===== src/rtl/game_physics.sv =====
// Pong game-state engine: once per frame_tick it moves the pads, advances the ball and resolves
// wall bounces, pad hits, misses and scoring. All coordinates are pixel centres.
module game_physics #(
  parameter int SCREEN_WIDTH  = 640,
  parameter int SCREEN_HEIGHT = 480,
  parameter int PAD_DISTANCE  = 16,
  parameter int PAD_WIDTH     = 8,
  parameter int PAD_HEIGHT    = 64,
  parameter int BALL_R        = 4,
  parameter int PAD_SPEED     = 4,
  parameter int BALL_SPEED    = 2,
  parameter int SERVE_FRAMES  = 60,
  parameter int MAX_SCORE     = 9
) (
  input  logic        clk_vga,
  input  logic        rst,
  input  logic        frame_tick,
  input  logic        btn_left_up,
  input  logic        btn_left_down,
  input  logic        btn_right_up,
  input  logic        btn_right_down,
  input  logic        btn_start,
  output logic [11:0] pad_left,
  output logic [11:0] pad_right,
  output logic [11:0] ball_x,
  output logic [11:0] ball_y,
  output logic [3:0]  score_left,
  output logic [3:0]  score_right,
  output logic        game_over
);

  // state | meaning
  // SERVE | ball parked at centre, counting serve frames
  // PLAY  | ball moving; walls, pads and misses resolved each frame
  // OVER  | a player reached MAX_SCORE; waiting for btn_start

  typedef enum logic [1:0] {SERVE = 2'd0, PLAY = 2'd1, OVER = 2'd2} state_t;

  localparam int SW = $clog2(SERVE_FRAMES);
  localparam logic [11:0] X_CTR = 12'(SCREEN_WIDTH / 2);
  localparam logic [11:0] Y_CTR = 12'(SCREEN_HEIGHT / 2);
  localparam logic [3:0]  MAX   = 4'(MAX_SCORE);
  localparam logic signed [12:0] PAD_MIN = 13'(PAD_HEIGHT / 2 + 1);
  localparam logic signed [12:0] PAD_MAX = 13'(SCREEN_HEIGHT - 2 - PAD_HEIGHT / 2);
  localparam logic signed [12:0] B_MIN   = 13'(BALL_R + 1);
  localparam logic signed [12:0] BX_MAX  = 13'(SCREEN_WIDTH - 2 - BALL_R);
  localparam logic signed [12:0] BY_MAX  = 13'(SCREEN_HEIGHT - 2 - BALL_R);
  localparam logic signed [12:0] XL      = 13'(PAD_DISTANCE + PAD_WIDTH);
  localparam logic signed [12:0] XR      = 13'(SCREEN_WIDTH - 1 - PAD_DISTANCE - PAD_WIDTH);
  localparam logic signed [12:0] R       = 13'(BALL_R);
  localparam logic signed [12:0] SPD     = 13'(BALL_SPEED);
  localparam logic signed [12:0] PSPD    = 13'(PAD_SPEED);
  localparam logic signed [12:0] REACH   = 13'(PAD_HEIGHT / 2 + BALL_R);

  state_t          state_q, state_d;
  logic [11:0]     pad_l_q, pad_l_d, pad_r_q, pad_r_d;
  logic [11:0]     bx_q, bx_d, by_q, by_d;
  logic            dx_q, dx_d, dy_q, dy_d;   // 1 = right / down
  logic [3:0]      sl_q, sl_d, sr_q, sr_d;
  logic [SW-1:0]   serve_q, serve_d;

  logic signed [12:0] nx, ny, nx_w, ny_w, dist_l, dist_r;
  logic               dx_w, dy_w, hit_l, hit_r, miss_l, miss_r;

  function automatic logic [11:0] pad_next(input logic [11:0] p, input logic up, input logic dn);
    logic signed [12:0] t;
    t = $signed({1'b0, p});
    if (up && !dn) begin
      t = t - PSPD;
      if (t < PAD_MIN) t = PAD_MIN;
    end else if (dn && !up) begin
      t = t + PSPD;
      if (t > PAD_MAX) t = PAD_MAX;
    end
    return t[11:0];
  endfunction

  always_ff @(posedge clk_vga) begin
    if (rst) begin
      state_q <= SERVE;
      pad_l_q <= Y_CTR;
      pad_r_q <= Y_CTR;
      bx_q    <= X_CTR;
      by_q    <= Y_CTR;
      dx_q    <= 1'b1;
      dy_q    <= 1'b1;
      sl_q    <= '0;
      sr_q    <= '0;
      serve_q <= '0;
    end else if (frame_tick) begin
      state_q <= state_d;
      pad_l_q <= pad_l_d;
      pad_r_q <= pad_r_d;
      bx_q    <= bx_d;
      by_q    <= by_d;
      dx_q    <= dx_d;
      dy_q    <= dy_d;
      sl_q    <= sl_d;
      sr_q    <= sr_d;
      serve_q <= serve_d;
    end
  end

  always_comb begin
    state_d = state_q;
    pad_l_d = pad_next(pad_l_q, btn_left_up, btn_left_down);
    pad_r_d = pad_next(pad_r_q, btn_right_up, btn_right_down);
    bx_d    = bx_q;
    by_d    = by_q;
    dx_d    = dx_q;
    dy_d    = dy_q;
    sl_d    = sl_q;
    sr_d    = sr_q;
    serve_d = serve_q;

    nx   = $signed({1'b0, bx_q}) + (dx_q ? SPD : -SPD);
    ny   = $signed({1'b0, by_q}) + (dy_q ? SPD : -SPD);
    ny_w = ny;
    dy_w = dy_q;
    if (ny < B_MIN) begin
      ny_w = B_MIN;
      dy_w = 1'b1;
    end else if (ny > BY_MAX) begin
      ny_w = BY_MAX;
      dy_w = 1'b0;
    end

    // Pad tests use the wall-corrected y and the pad positions from before this frame.
    dist_l = ny_w - $signed({1'b0, pad_l_q});
    dist_l = dist_l[12] ? -dist_l : dist_l;
    dist_r = ny_w - $signed({1'b0, pad_r_q});
    dist_r = dist_r[12] ? -dist_r : dist_r;
    hit_l  = !dx_q && (nx - R <= XL) && ($signed({1'b0, bx_q}) - R > XL - SPD) && (dist_l < REACH);
    hit_r  = dx_q && (nx + R >= XR) && ($signed({1'b0, bx_q}) + R < XR + SPD) && (dist_r < REACH);

    nx_w = nx;
    dx_w = dx_q;
    if (hit_l) begin
      nx_w = XL + R;
      dx_w = 1'b1;
    end else if (hit_r) begin
      nx_w = XR - R;
      dx_w = 1'b0;
    end
    miss_l = !dx_q && !hit_l && (nx < B_MIN);
    miss_r = dx_q && !hit_r && (nx > BX_MAX);

    case (state_q)
      SERVE: begin
        bx_d = X_CTR;
        by_d = Y_CTR;
        if (serve_q == SW'(SERVE_FRAMES - 1)) begin
          state_d = PLAY;
          serve_d = '0;
        end else begin
          serve_d = serve_q + SW'(1);
        end
      end
      PLAY: begin
        if (miss_l || miss_r) begin
          // Serve goes toward the player who conceded, so dx keeps its sign.
          bx_d    = X_CTR;
          by_d    = Y_CTR;
          dy_d    = dy_w;
          serve_d = '0;
          if (miss_l) sr_d = sr_q + 4'd1;
          else        sl_d = sl_q + 4'd1;
          state_d = (sl_d == MAX || sr_d == MAX) ? OVER : SERVE;
        end else begin
          bx_d = nx_w[11:0];
          by_d = ny_w[11:0];
          dx_d = dx_w;
          dy_d = dy_w;
        end
      end
      OVER: begin
        bx_d = X_CTR;
        by_d = Y_CTR;
        if (btn_start) begin
          sl_d    = '0;
          sr_d    = '0;
          serve_d = '0;
          state_d = SERVE;
        end
      end
      default: state_d = SERVE;
    endcase
  end

  always_comb begin
    pad_left    = pad_l_q;
    pad_right   = pad_r_q;
    ball_x      = bx_q;
    ball_y      = by_q;
    score_left  = sl_q;
    score_right = sr_q;
    game_over   = (state_q == OVER);
  end

endmodule


===== config.mk =====
export PLATFORM = sky130hd
export DESIGN_NAME = game_physics
export DESIGN_NICKNAME = d
export VERILOG_FILES = /design/src/rtl/game_physics.sv
export SDC_FILE = /design/constraint.sdc
export NUM_CORES = 1
export LEC_CHECK = 0
export ABC_CLOCK_PERIOD_IN_PS = 11100
export CAP_MARGIN = 20
export CORE_MARGIN = 5
export CORE_UTILIZATION = 50
export CTS_BUF_LIST = sky130_fd_sc_hd__clkbuf_8
export CTS_CLUSTER_SIZE = 10
export DETAILED_ROUTE_END_ITERATION = 7
export PLACE_DENSITY_LB_ADDON = 0.25
export SYNTH_ARGS = -nofsm -noshare
export SYNTH_HDL_FRONTEND = slang
export SYNTH_SLANG_ARGS = --single-unit

===== constraint.sdc =====
create_clock -name clk_vga -period 11.1 [get_ports clk_vga]
set_input_delay 1.665 -clock clk_vga [delete_from_list [all_inputs] [get_ports clk_vga]]
set_output_delay 1.665 -clock clk_vga [all_outputs]
set_load 0.01 [all_outputs]

* After elaboration in Yosys (flattened, before gate mapping)
Index checks and enable logic that the tools add are counted.
Operators by class: $add $sub $neg 17, magnitude comparators 14, equality and inequality tests 8, muxes and demuxes 44, bitwise gates (word level) 1, reduce and logical (&&, ||, !) cells 40
Operators with widths (count):
- 12-bit two-way mux | 12
- 13-bit two-way mux | 6
- 13-bit by 7-bit less-than comparator with 1-bit output (second input constant) | 4
- 12-bit case mux with 2 select lines | 2
- 12-bit by 3-bit adder with 13-bit output (second input constant) | 3
- 13-bit by 10-bit > comparator with 1-bit output (second input constant) | 3
- 12-bit by 3-bit subtractor with 13-bit output (second input constant) | 3
- 4-bit two-way mux | 9
- 13-bit adder | 2
- 13-bit by 4-bit less-than comparator with 1-bit output (second input constant) | 2
- 13-bit negation | 2
- 13-bit subtractor | 2
- 6-bit two-way mux | 3
- 6-bit case mux with 3 select lines | 1
- 4-bit case mux with 2 select lines | 2
- 4-bit AND reduction | 4
- 1-bit logical AND | 14
- 13-bit by 4-bit adder with 13-bit output (second input constant) | 1
- 13-bit by 11-bit >= comparator with 1-bit output (second input constant) | 1
- 13-bit by 11-bit > comparator with 1-bit output (second input constant) | 1
- 13-bit by 6-bit > comparator with 1-bit output (second input constant) | 1
- 13-bit by 6-bit <= comparator with 1-bit output (second input constant) | 1
- 13-bit by 11-bit less-than comparator with 1-bit output (second input constant) | 1
- 13-bit by 4-bit subtractor with 13-bit output (second input constant) | 1
- 19 further kinds | 43
Storage, ports and cells: register bits 66, input port bits 8

* Depth between registers and ports, before layout
word-level depth 21, gate-level depth with buffers 28, gate-level depth less buffers 26

* Worst setup path before layout
Ideal clock, no wire load.
path kind register -> register, from register dy_q, to register bx_q[8], in the netlist ball_x[8], library setup time 0.115 ns, data arrival time 6.673 ns, setup slack 4.312 ns, cell stages (with the launch flop) 28, path through dfxtp_1 -> inv_1 -> ha_1 -> a21o_1 -> a21oi_1 -> o21ai_0 -> a21oi_1 -> o21ai_0 -> a311o_1 -> or3_1 -> a211oi_1 -> a41o_1 -> o21bai_1 -> inv_1 -> ha_1 -> fa_1 -> nand2b_1 -> a21o_1 -> or4_1 -> o211ai_1 -> o2111ai_1 -> mux2i_1 -> a211o_1 -> o31ai_2 -> nor4bb_1 -> buf_2 -> o21ai_0 -> o21a_1
Between the ends: word-level cells in the longest chain between the ends 16, elaborated cells on any way between the ends 27, classes of those cells add/sub: 5; order compare: 4; mux: 9; reduce/logical: 9
RTL lines:
- from (decl) | RTL line 58 | logic dx_q, dx_d, dy_q, dy_d;
- from (signal assigned) | RTL line 97 | dy_q <= dy_d;
- 13-bit two-way mux * | RTL line 117 | ny = $signed({1'b0, by_q}) + (dy_q ? SPD : -SPD);
- 13-bit adder * | RTL line 117
- 13-bit by 10-bit > comparator with 1-bit output | RTL line 123 | end else if (ny > BY_MAX) begin
- 13-bit two-way mux | RTL line 123
- 13-bit two-way mux * | RTL line 120 | if (ny < B_MIN) begin
- 13-bit subtractor, on equally long branches | RTL line 129, 131
- 13-bit negation, on equally long branches | RTL line 130, 132
- 13-bit two-way mux, on equally long branches | RTL line 130, 132
- 13-bit by 7-bit less-than comparator with 1-bit output, on equally long branches | RTL line 133, 134
- 1-bit logical AND, on equally long branches | RTL line 133, 134
- 1-bit logical NOT, on equally long branches | RTL line 145, 146
- 1-bit logical AND, on equally long branches (2 in series) | RTL line 145, 146
- 1-bit logical OR | RTL line 160 | if (miss_l || miss_r) begin
- 12-bit two-way mux * | RTL line 160
- 12-bit case mux with 2 select lines * | RTL line 148 | case (state_q)
- to (signal assigned) | RTL line 83 | bx_q <= X_CTR;
- to (signal assigned) | RTL line 94 | bx_q <= bx_d;
- to (decl) | RTL line 57 | logic [11:0] bx_q, bx_d, by_q, by_d;
Mark *: on every way between the ends. The rest lies on a longest branch, timed or not. A chain may end at the register's enable or synchronous reset.

* Worst setup path after layout
from register dy_q, to register sl_q[2], in the netlist score_left[2]
Between the ends: word-level cells in the longest chain between the ends 18, elaborated cells on any way between the ends 30, classes of those cells add/sub: 5; order compare: 4; eq/ne: 1; mux: 10; reduce/logical: 10
RTL lines:
- 13-bit two-way mux * | RTL line 117
- 13-bit adder * | RTL line 117
- 13-bit by 10-bit > comparator with 1-bit output | RTL line 123
- 13-bit two-way mux | RTL line 123
- 13-bit two-way mux * | RTL line 120
- 13-bit subtractor | RTL line 129 | dist_l = ny_w - $signed({1'b0, pad_l_q});
- 13-bit negation | RTL line 130 | dist_l = dist_l[12] ? -dist_l : dist_l;
- 13-bit two-way mux | RTL line 130
- 13-bit by 7-bit less-than comparator with 1-bit output | RTL line 133 | hit_l = !dx_q && (nx - R <= XL) && ($signed({1'b0, bx_q}) - R > XL - SPD) && (dist_l < REACH);
- 1-bit logical AND | RTL line 133
- 1-bit logical NOT | RTL line 145 | miss_l = !dx_q && !hit_l && (nx < B_MIN);
- 1-bit logical AND (2 in series) | RTL line 145
- 4-bit two-way mux | RTL line 166 | if (miss_l) sr_d = sr_q + 4'd1;
- 4-bit two-way mux | RTL line 160
- 4-bit two-way mux | RTL line 148
- 4-bit two-way mux | RTL line 160
- 4-bit case mux with 2 select lines | RTL line 148
- to (signal assigned) | RTL line 98 | sl_q <= sl_d;
- to (decl) | RTL line 59 | logic [3:0] sl_q, sl_d, sr_q, sr_d;
Mark *: on every way between the ends. The rest lies on a longest branch, timed or not. The select of a mux whose other input is x is not followed.

==> key figures <==
Synthesis
  • Ys flop type: dfxtp_1
  • Mapped Avg Cell Area: between 7 and 8 µm²
  • Async SR Flop Fraction: 0
  • Area share of the leading cell type in the synthesized netlist: 0.176
  • Leading area contributor after synthesis: dfxtp_1
  • Synthesis Warnings: 0
  • Post-synth EDFFs: 0
  • Cells after synthesis: 1,027
  • Synth top area cells: dfxtp_1, ha_1, a21oi_1
  • Post-synth top cells: nand2_1, a21oi_1, nor2_1
  • Most frequent cell after synthesis: nand2_1
  • Synth unique cells: between 80 and 90
  • FF+latch count, synth: between 60 and 70
  • Mapped cell area: 7510 µm²
  • Sequential area share after synthesis: 0.176

Hold path
  • Hold/Removal Path Class: reg2reg

Clock tree
  • Clock Tree Root: clkbuf_8
  • Setup bufs post-CTS: 0
  • H-tree depth: 3
  • CTS Buf Count: 9
  • Clock slew at reported path FFs: ~0.080 ns
  • Clk Latency, worst-skew pair: 0.37 ns
  • CTS tree: done
  • Hold_buf cts: 0
  • TritonCTS Sinks: 66
  • CTS resizes: 0
  • Clk buf depth: 2

STA
  • Worst Skew: ~0.0095 ns
  • Setup WS post-layout: 3.12 ns
  • FMAX: 0.125 GHz
  • RSZ-0062 raised after global routing: no
  • Tightest Pin Transition: roughly 0.86 ns
  • Slew headroom: 0.427
  • Final setup viols: 0
  • Hold Worst Slack: 0.491 ns
  • Final worst path period need: 7.98 ns
  • Final Hold Vio Count: 0
  • Final cycle utilization of the critical path: 0.719
  • Max-slew violations: 0
  • Final setup TNS: 0 ns

Placed design
  • Post-DP HPWL: 15.8 mm
  • PortBufs: between 60 and 70
  • Pre-CTS setup slack: 3.26 ns
  • GP Congestion: about 0.97
  • Dpl cells: 1,244

Drt
  • First drt pass iteration count: 5
  • Vias: 7,869
  • DRT iter0 DRCs: 778
  • DR DRC count: 0
  • Antenna-violating nets left: 0
  • Drt wl/cell: between 15 and 20 µm
  • Total wire length: roughly 21 mm
  • Avg Vias per Cell: roughly 6.2

Final layout
  • Layout cell share with drive strength beyond 1: 0.0400
  • Final net count: 1,155
  • Post-Layout Cell Count: 1,260
  • P&R area growth vs syn: 13.1%
  • Ant diodes: 0

Global routing
  • Global-route wire length before repair: between 30 and 40 mm
  • Vias in the first global route: 7,052
  • Total track usage: 0.232
  • GRT overflow: 0
  • Initial antenna violation count: 0
  • Largest net degree at the start of global routing: 31

Floorplan
  • Site Rows: 44
  • Die Area: 17,600 µm²
  • Die Width: 133 µm
  • Initial Utilization: 0.513
  • Die span in y: 133 µm
  • Core ar.: 14,600 µm²
  • I/O Pins: 65

Setup path
  • Worst setup startpoint: dy_q$_SDFFE_PP1P_
  • CP max FO: 22
  • Worst R2R Path Depth: 26
  • Req. time, crit path: 11.37 ns
  • Startpoint Class: flip-flop
  • Crit Reg-Reg Startpoint: dy_q$_SDFFE_PP1P_
  • Kind of critical path: reg2reg
  • Worst reg-to-reg setup slack: about 3.1 ns
  • Crit path DAT: 8.25 ns
  • Worst reg2reg path endpoint: score_left[2]$_SDFFE_PP0P_
  • Setup crit end: score_left[2]$_SDFFE_PP0P_
  • CP endpoint kind: flip-flop

Pwr
  • P per Cell Area: ~75 nW/µm²
  • Leak Pwr: 3.35 nW
  • Tot Pwr: 0.000633 W
  • Worst vdd ir: 0.0000659 V

Run status
  • Result of the run: completed

Flow run
  • Max Cap Viol: 0
-- worst min path at each step --
stage	from	end	slack, ns	depth (start not counted)
2_1_floorplan	serve_q[5]$_SDFFE_PP0P_	serve_q[5]$_SDFFE_PP0P_	0.46	2
3_3_place_gp	serve_q[1]$_SDFFE_PP0P_	serve_q[1]$_SDFFE_PP0P_	0.48	2
3_5_place_dp	serve_q[1]$_SDFFE_PP0P_	serve_q[1]$_SDFFE_PP0P_	0.48	2
4_1_cts	serve_q[1]$_SDFFE_PP0P_	serve_q[1]$_SDFFE_PP0P_	0.49	2
5_1_grt	serve_q[1]$_SDFFE_PP0P_	serve_q[1]$_SDFFE_PP0P_	0.50	2
6_report	serve_q[5]$_SDFFE_PP0P_	serve_q[5]$_SDFFE_PP0P_	0.49	2
-- through the flow --
step                cell area [µm²]   util
global placement               8260  0.564
finish                         8490  0.580
global route                   8490  0.580
floorplan                      7520      -
CTS                            8490  0.580
detailed placement             8260  0.564
-- registers in the layout (all words and copies together) (netlist names) --
| name | cells |
|---|---|
| ball_x | 12 |
| ball_y | 12 |
| pad_left | 12 |
| pad_right | 12 |
| serve_q | 6 |
| score_left | 4 |
| score_right | 4 |
| state_q | 2 |
| dx_q | 1 |
| dy_q | 1 |
-- where the power goes --
part	internal [W]	total (W)	switching [W]
combinational	0.0000593	0.000144	0.0000843
sequential	0.000241	0.000251	0.00000951
clock	0.000138	0.000239	0.000101
total	0.000438	0.000633	0.000194
-- cell type report --
| type | instances | area [µm²] |
|---|---|---|
| fill | 1418 | 6150 |
| clock inverter | 5 | 77.6 |
| sequential | 66 | 1320 |
| clock buffer | 11 | 151 |
| inverter | 74 | 278 |
| multi-input combinational | 853 | 5770 |
| tap | 184 | 230 |
| timing repair buffer | 67 | 663 |
-- worst max-delay path, stage by stage (launching register included) --
cell and delay, ns:
dfxtp_1 0.42, inv_1 0.21, ha_1 0.38, a21o_1 0.19
a21oi_1 0.21, o21ai_0 0.10, a21oi_1 0.21, o21ai_0 0.21
a311o_1 0.40, or3_1 0.34, a211oi_1 0.54, o21ai_0 0.32
o21bai_1 0.27, inv_1 0.10, ha_1 0.23, fa_1 0.43
nand2b_1 0.21, a21o_1 0.22, or4_1 0.46, o211ai_1 0.21
o2111ai_1 0.17, mux2i_1 0.15, a211o_1 0.27, o32a_2 0.44
o21ai_2 0.65, nor3_1 0.21, a31o_2 0.30
-- per-layer routing --
layer / up-vias / track usage / part of all wire / routed length [µm]
met5: - / 0 / 0 / 0
met4: 0 / 0.0485 / 0.013 / 263
met3: 24 / 0.0429 / 0.053 / 1110
met2: 252 / 0.364 / 0.44 / 9210
met1: 3637 / 0.332 / 0.49 / 10100
li1: 3956 / - / - / -
-- cell usage in the layout (no fill, tap or decap), drive strengths merged, types with 9 or more instances in the layout --
cell	instances
nand3	40
a21oi	85
o22ai	14
nor4	11
xnor2	27
nor3	25
clkdlybuf4s50	64
nand2b	14
a21o	16
a31oi	14
inv	74
or3	9
o211ai	13
xor2	11
o21ai	70
dfxtp	66
nor2b	10
a211oi	16
clkbuf	11
o31ai	12
nor2	79
nand4	20
o21a	11
ha	72
nand2	94
and3	20
-- kinds of logic (layout without fill, tap and decap cells) --
group | after synthesis | count (layout) | synth area share
AND/OR/NAND/NOR | 372 | 372 | 0.254
AO/OA/AOI/OAI | 353 | 353 | 0.326
buffers and inverters | 113 | 157 | 0.0580
adder cells (fa/ha/maj) | 78 | 78 | 0.133
flip-flops | 66 | 66 | 0.176
XOR/XNOR | 38 | 38 | 0.0443
multiplexers | 6 | 6 | 0.00817
other | 1 | 6 | 0.000500
Power figures use the tool's default switching activity.
